**src/rtl/huc_timer_irq_if.sv**
```systemverilog
// huc_timer_irq_if
// CPU-side register bus for the HuC6280 timer / interrupt controller.
//   RDY     : CPU ready; register writes only commit while high
//   RE, WE  : read / write strobes
//   CET_n   : timer chip enable (from the MMU), active-low
//   CECG_n  : interrupt controller chip enable (from the MMU), active-low
//   addr    : VADDR[1:0]
//   d_in    : write data from the CPU
//   d_out   : read data returned by the block
//   d_oe    : high while the block drives d_out
// The master modport is the CPU/MMU side; the slave modport is the block.
interface huc_timer_irq_if;
    logic       RDY;
    logic       RE;
    logic       WE;
    logic       CET_n;
    logic       CECG_n;
    logic [1:0] addr;
    logic [7:0] d_in;
    logic [7:0] d_out;
    logic       d_oe;

    modport master (
        output RDY, RE, WE, CET_n, CECG_n, addr, d_in,
        input  d_out, d_oe
    );

    modport slave (
        input  RDY, RE, WE, CET_n, CECG_n, addr, d_in,
        output d_out, d_oe
    );
endinterface

```
**src/rtl/huc_timer_irq.sv**
```systemverilog
// huc_timer_irq
// HuC6280 on-chip timer and interrupt controller, sitting downstream of the
// MMU. The timer is a 7-bit reload down-counter clocked by a PRESCALE-cycle
// prescaler; each underflow latches a pending timer interrupt (TIQ). The
// interrupt controller masks TIQ and the two external level-sensitive IRQ
// pins and presents the result to the CPU's interrupt sequencer.
// Ports:
//   clk      : core clock
//   reset_n  : asynchronous reset, active-low
//   bus      : CPU register bus (slave side), see huc_timer_irq_if
//   IRQ1_n   : external IRQ1 (VDC), level, active-low
//   IRQ2_n   : external IRQ2, level, active-low
//   irq_req  : registered masked requests: [0] IRQ2, [1] IRQ1, [2] TIQ
module huc_timer_irq #(
    parameter int PRESCALE = 1024,
    parameter int CNT_W    = 7
) (
    input  logic            clk,
    input  logic            reset_n,
    huc_timer_irq_if.slave  bus,
    input  logic            IRQ1_n,
    input  logic            IRQ2_n,
    output logic [2:0]      irq_req
);

    localparam int PW = $clog2(PRESCALE);

    typedef enum logic {STOP, RUN} timer_state_t;

    timer_state_t      state, state_nx;
    logic [CNT_W-1:0]  count, count_nx;
    logic [CNT_W-1:0]  reload;
    logic [PW-1:0]     prescaler, pre_nx;
    logic [2:0]        mask;
    logic              tiq_pend;
    logic              tiq_set;

    logic wr_en, wr_t0, wr_t1, wr_i2, wr_i3;
    logic start_wr, stop_wr, tick;
    logic unused_d_in;

    assign unused_d_in = bus.d_in[7];

    // Register write decode; nothing commits while the CPU holds RDY low.
    assign wr_en = bus.WE & bus.RDY;
    assign wr_t0 = wr_en & ~bus.CET_n & ~bus.addr[0];
    assign wr_t1 = wr_en & ~bus.CET_n &  bus.addr[0];
    assign wr_i2 = wr_en & ~bus.CECG_n & (bus.addr == 2'd2);
    assign wr_i3 = wr_en & ~bus.CECG_n & (bus.addr == 2'd3);

    assign start_wr = wr_t1 &  bus.d_in[0];
    assign stop_wr  = wr_t1 & ~bus.d_in[0];
    assign tick     = (prescaler == PW'(PRESCALE - 1));

    // Timer state, counter and prescaler registers.
    always_ff @(posedge clk or negedge reset_n) begin
        if (!reset_n) begin
            state     <= STOP;
            count     <= '0;
            prescaler <= '0;
        end else begin
            state     <= state_nx;
            count     <= count_nx;
            prescaler <= pre_nx;
        end
    end

    // Timer next-state logic. A stop write outranks a coincident tick so a
    // stopped timer never shows a partial count step or a stray TIQ. A start
    // write while already running is ignored (no restart).
    always_comb begin
        state_nx = state;
        count_nx = count;
        pre_nx   = prescaler;
        tiq_set  = 1'b0;
        unique case (state)
            STOP: begin
                if (start_wr) begin
                    state_nx = RUN;
                    count_nx = reload;
                    pre_nx   = '0;
                end
            end
            RUN: begin
                if (stop_wr) begin
                    state_nx = STOP;
                end else begin
                    pre_nx = prescaler + PW'(1);
                    if (tick) begin
                        if (count != '0) begin
                            count_nx = count - CNT_W'(1);
                        end else begin
                            count_nx = reload;
                            tiq_set  = 1'b1;
                        end
                    end
                end
            end
            default: state_nx = STOP;
        endcase
    end

    // Control registers and the registered interrupt outputs. An underflow in
    // the same cycle as an acknowledge keeps the TIQ pending so it is not lost.
    always_ff @(posedge clk or negedge reset_n) begin
        if (!reset_n) begin
            reload   <= '0;
            mask     <= 3'b000;
            tiq_pend <= 1'b0;
            irq_req  <= 3'b000;
        end else begin
            if (wr_t0) reload <= bus.d_in[CNT_W-1:0];
            if (wr_i2) mask   <= bus.d_in[2:0];
            tiq_pend <= tiq_set | (tiq_pend & ~wr_i3);
            irq_req  <= {tiq_pend & ~mask[2], ~IRQ1_n & ~mask[1], ~IRQ2_n & ~mask[0]};
        end
    end

    // Side-effect-free combinational read mux.
    always_comb begin
        bus.d_oe  = bus.RE & ~(bus.CET_n & bus.CECG_n);
        bus.d_out = 8'h00;
        if (bus.d_oe) begin
            if (!bus.CET_n) begin
                bus.d_out = 8'(count);
            end else begin
                unique case (bus.addr)
                    2'd2:    bus.d_out = {5'b0, mask};
                    2'd3:    bus.d_out = {5'b0, tiq_pend, ~IRQ1_n, ~IRQ2_n};
                    default: bus.d_out = 8'h00;
                endcase
            end
        end
    end

endmodule

```
**src/flat_wrapper.sv**
```systemverilog
// flat-port wrapper written by rule: the top's interface ports become plain ports
module huc_timer_irq_flat 
#(
    parameter int PRESCALE = 1024,
    parameter int CNT_W    = 7
)
  (clk, reset_n, IRQ1_n, IRQ2_n, irq_req, bus_RDY, bus_RE, bus_WE, bus_CET_n, bus_CECG_n, bus_addr, bus_d_in, bus_d_out, bus_d_oe);
  huc_timer_irq_if bus_i ();
  input  logic clk;
  input  logic reset_n;
  input  logic IRQ1_n;
  input  logic IRQ2_n;
  output logic [2:0] irq_req;
  input wire logic [$bits(bus_i.RDY)-1:0] bus_RDY;
  input wire logic [$bits(bus_i.RE)-1:0] bus_RE;
  input wire logic [$bits(bus_i.WE)-1:0] bus_WE;
  input wire logic [$bits(bus_i.CET_n)-1:0] bus_CET_n;
  input wire logic [$bits(bus_i.CECG_n)-1:0] bus_CECG_n;
  input wire logic [$bits(bus_i.addr)-1:0] bus_addr;
  input wire logic [$bits(bus_i.d_in)-1:0] bus_d_in;
  output wire logic [$bits(bus_i.d_out)-1:0] bus_d_out;
  output wire logic [$bits(bus_i.d_oe)-1:0] bus_d_oe;
  assign bus_i.RDY = bus_RDY;
  assign bus_i.RE = bus_RE;
  assign bus_i.WE = bus_WE;
  assign bus_i.CET_n = bus_CET_n;
  assign bus_i.CECG_n = bus_CECG_n;
  assign bus_i.addr = bus_addr;
  assign bus_i.d_in = bus_d_in;
  assign bus_d_out = bus_i.d_out;
  assign bus_d_oe = bus_i.d_oe;
  huc_timer_irq #(.PRESCALE(PRESCALE), .CNT_W(CNT_W)) u_core (.clk(clk), .reset_n(reset_n), .bus(bus_i), .IRQ1_n(IRQ1_n), .IRQ2_n(IRQ2_n), .irq_req(irq_req));
endmodule
```
**config.mk**
```make
export PLATFORM = sky130hd
export DESIGN_NAME = huc_timer_irq_flat
export DESIGN_NICKNAME = d
export VERILOG_FILES = /design/src/rtl/huc_timer_irq_if.sv /design/src/rtl/huc_timer_irq.sv /design/src/flat_wrapper.sv
export SDC_FILE = /design/constraint.sdc
export NUM_CORES = 1
export LEC_CHECK = 0
export ABC_AREA = 1
export BUFFER_PORTS_ARGS = -buffer_cell sky130_fd_sc_hd__buf_2
export CAP_MARGIN = 20
export CORE_MARGIN = 8
export CORE_UTILIZATION = 50
export DETAILED_ROUTE_END_ITERATION = 16
export GPL_TIMING_DRIVEN = 0
export HOLD_SLACK_MARGIN = 0.1
export PLACE_DENSITY = 0.75
export SLEW_MARGIN = 15
export SYNTH_ARGS = -nofsm -noshare
export SYNTH_HDL_FRONTEND = slang
export SYNTH_SLANG_ARGS = --single-unit
```
**constraint.sdc**
```tcl
create_clock -name clk -period 3.4 [get_ports clk]
set_input_delay 1.02 -clock clk [delete_from_list [all_inputs] [get_ports clk]]
set_output_delay 1.02 -clock clk [all_outputs]
set_load 0.02 [all_outputs]
```
==> impl_metrics.env <==
export IMPL_core_area_um2=3630
export IMPL_drt_met1_wl_um=1760
export IMPL_holdBufCountCts=0
export IMPL_synth_area_top_cells="dfrtp_1 (43%), nand2_1 (16%), inv_1 (6.2%)"
export IMPL_grt_ovfl_total=0
export IMPL_reg2reg_from="u_core.count[0]"
export IMPL_fmax_mhz=337
export IMPL_grt_max_degree=33
export IMPL_grt_usage_pct=14.2
export IMPL_ys_seq_elements=32
export IMPL_seq_area_um2=801
export IMPL_dpl_cell_area_um2=2070
export IMPL_max_stage_delay_ns=0.35
export IMPL_top_layer="met4"
export IMPL_antennaDiodeCount=0
export IMPL_synth_top_area_cell="dfrtp_1"
export IMPL_synth_enable_flop_cells=0
export IMPL_outcome="finished clean"
export IMPL_crit_fanout=8
export IMPL_dr_wl_met2_um=1880
export IMPL_power_leakage_uw=0.00116
export IMPL_postSynthCellCount=250
export IMPL_port_buffers=28
export IMPL_ys_warn_count=0
export IMPL_layout_drive_gt1_share_pct=21.4
export IMPL_hold_class="register to register"
export IMPL_worstMarginPinSlew_ns=0.725
export IMPL_irDropWorstVdd_uv=287
export IMPL_power_uw=1320
export IMPL_synth_common_cells="nand2_1 (78), dfrtp_1 (32), inv_1 (31)"
export IMPL_drt_iter0_drc=141
export IMPL_maxCapViolations=0
export IMPL_routed_wl_um=3940
export IMPL_grt_pass1_wl_um=6880
export IMPL_die_area_um2=5940
export IMPL_finalCritPeriodShare_pct=87.2
export IMPL_cts_tree="yes"
export IMPL_layout_min_cycle_time_ns=2.96
export IMPL_fin_tns_setup_ns=0
export IMPL_arrival_ns=1.94
export IMPL_met3WireLength_um=244
export IMPL_clk_latency_ns=0.29
export IMPL_hpwl_um=2930
export IMPL_post_drt_wl_per_cell_um=11.8
export IMPL_finalSetupViolCount=0
export IMPL_vias=1672
export IMPL_netlist_area_leader_share_pct=42.9
export IMPL_startpoint="bus_CET_n"
export IMPL_post_cts_buffers=0
export IMPL_finalMaxSlewViolations=0
export IMPL_nFillCells=350
export IMPL_areaGrowthSynthToFinish_pct=15.9
export IMPL_clock_path_buffers=2
export IMPL_async_reset_ff_share_pct=100
export IMPL_drtPass1Iterations=5
export IMPL_clockRootBuffer="clkbuf_8"
export IMPL_syn_area_per_cell_um2=7.46
export IMPL_rows=22
export IMPL_ys_seq_area_share_pct=42.9
export IMPL_hold_violations=0
export IMPL_htree_levels=2
export IMPL_syn_area_um2=1870
export IMPL_io_pin_count=31
export IMPL_synthesis_nets=272
export IMPL_ant_nets=0
export IMPL_fin_area_um2=2160
export IMPL_ys_flop_type="dfrtp_1"
export IMPL_critical_path_startpoint_type="primary input"
export IMPL_relSlewSlack_pct=51.6
export IMPL_cts_buffers=5
export IMPL_globalplace_congestion=0.855
export IMPL_drt_drc_violations_left=0
export IMPL_grt_pass1_vias=1601
export IMPL_antenna_found_initial=0
export IMPL_cpMaxStageDelayCell="o21ai_0"
export IMPL_path_clk_slew_ns=0.06
export IMPL_critical_path_top_delay_family="compound AO/OA/AOI/OAI gates"
export IMPL_die_y_um=77.1
export IMPL_fin_nets=307
export IMPL_path_buf_inv=4
export IMPL_multi_input_area_um2=903
export IMPL_cp_required_ns=2.38
export IMPL_powerDensity_nw_per_um2=609
export IMPL_cts_resized_gates=0
export IMPL_initial_core_util_pct=51.3
export IMPL_path_class="primary input to output port"
export IMPL_clock_sink_count=32
export IMPL_synth_cell_type_count=28
export IMPL_crit_chain="buf_2 -> inv_2 -> o21ai_0 -> a21oi_1 -> o21ai_0 -> inv_1 -> buf_2"
export IMPL_min_from="u_core.mask[1]"
export IMPL_cp_end_kind="output port"
export IMPL_yosysMostFrequentCell="nand2_1"
export IMPL_die_w_um=77.1
export IMPL_skew_ns=0.00769
export IMPL_vias_per_cell=5.02
export IMPL_rsz0062_at_grt="false"
==> final timing paths <==
check | end | slack, ns | cells after the start
worst min register to register | u_core.irq_req[1] | 0.45 | 1
min in group asynchronous | u_core.irq_req[1] | 0.79 | 1
worst max-delay path | bus_d_out[1] | 0.44 | 7
worst min-delay path | u_core.irq_req[1] | 0.45 | 1
max in group asynchronous | u_core.reload[6] | 2.15 | 1
worst max register to register | u_core.count[3] | 1.86 | 11
==> layout by cell type, fill, tap and decap left out <==
| cell | n |
|---|---|
| a21o_1 | 1 |
| a21oi_1 | 5 |
| and2_1 | 1 |
| buf_2 | 29 |
| buf_4 | 1 |
| buf_6 | 1 |
| clkbuf_2 | 1 |
| clkbuf_8 | 7 |
| clkinv_4 | 1 |
| conb_1 | 1 |
| dfrtp_1 | 32 |
| ha_1 | 3 |
| inv_1 | 31 |
| inv_2 | 2 |
| mux2_2 | 4 |
| nand2_1 | 78 |
| nand2_2 | 4 |
| nand2_4 | 2 |
| nand3_1 | 13 |
| nand3_2 | 3 |
| nand4_1 | 10 |
| nor2_1 | 21 |
| nor2_2 | 4 |
| nor2_4 | 2 |
| nor3_1 | 1 |
| o21ai_0 | 18 |
| o21ai_1 | 5 |
| o21bai_1 | 1 |
| xnor2_1 | 3 |
==> registers in the layout (all words and copies together), names as in the netlist <==
signal,count
u_core.count,7
u_core.irq_req,3
u_core.mask,3
u_core.prescaler,10
u_core.reload,7
u_core.state,1
u_core.tiq_pend,1
==> through the flow <==
stage / utilization (%) / hold slack (ns) / cells / worst slack (ns)
after global routing: 59.5 / 0.482 / 333 / 0.326
after global placement: 56.9 / 0.437 / 326 / 0.463
after floorplan: - / 0.416 / 250 / 0.772
final: 59.5 / 0.452 / 333 / 0.435
after detailed placement: 56.9 / 0.445 / 326 / 0.439
after CTS: 59.5 / 0.455 / 333 / 0.428
==> worst reg2reg max path: stages, from the launching register on <==
cell     delay, ns
dfrtp_1       0.39
inv_1         0.13
ha_1          0.16
inv_1         0.04
nor2_1        0.12
nand3_2       0.15
nand2_2       0.19
inv_2         0.07
nand2_1       0.06
nand2_1       0.04
nand2_1       0.05
nand2_1       0.04
==> routing by layer <==
layer | up-vias | track usage [%]
met1 | 776 | 15.4
met5 | - | 0
met3 | 7 | 4.43
met4 | 0 | 7.36
met2 | 29 | 24.2
li1 | 860 | -
==> final cells by class <==
class	instances	area share (%)
Buffer	4	1.33
Multi-Input combinational cell	180	41.8
Timing Repair Buffer	28	6.48
Sequential cell	32	37.0
Tap cell	48	2.78
Inverter	34	6.13
Clock buffer	7	4.46
==> power by group <==
part | internal [uW] | switching, uW
Combinational | 169 | 292
Sequential | 465 | 74.3
Clock | 180 | 136
Total | 815 | 503
==> cell families (layout without fill, tap and decap cells) <==
| family | after synthesis | in the layout | synth area share [%] |
|---|---|---|---|
| AOI/OAI and AO/OA | 30 | 30 | 8.32 |
| DFF | 32 | 32 | 42.9 |
| buffers and inverters | 38 | 73 | 8.65 |
| muxes | 4 | 4 | 2.41 |
| adders and majority gates | 3 | 3 | 2.01 |
| other | 1 | 1 | 0.201 |
| and+or+nand+nor | 139 | 139 | 34.1 |
| xor gates and xnor gates | 3 | 3 | 1.41 |
Note: power is estimated with default switching activity, not from simulation.
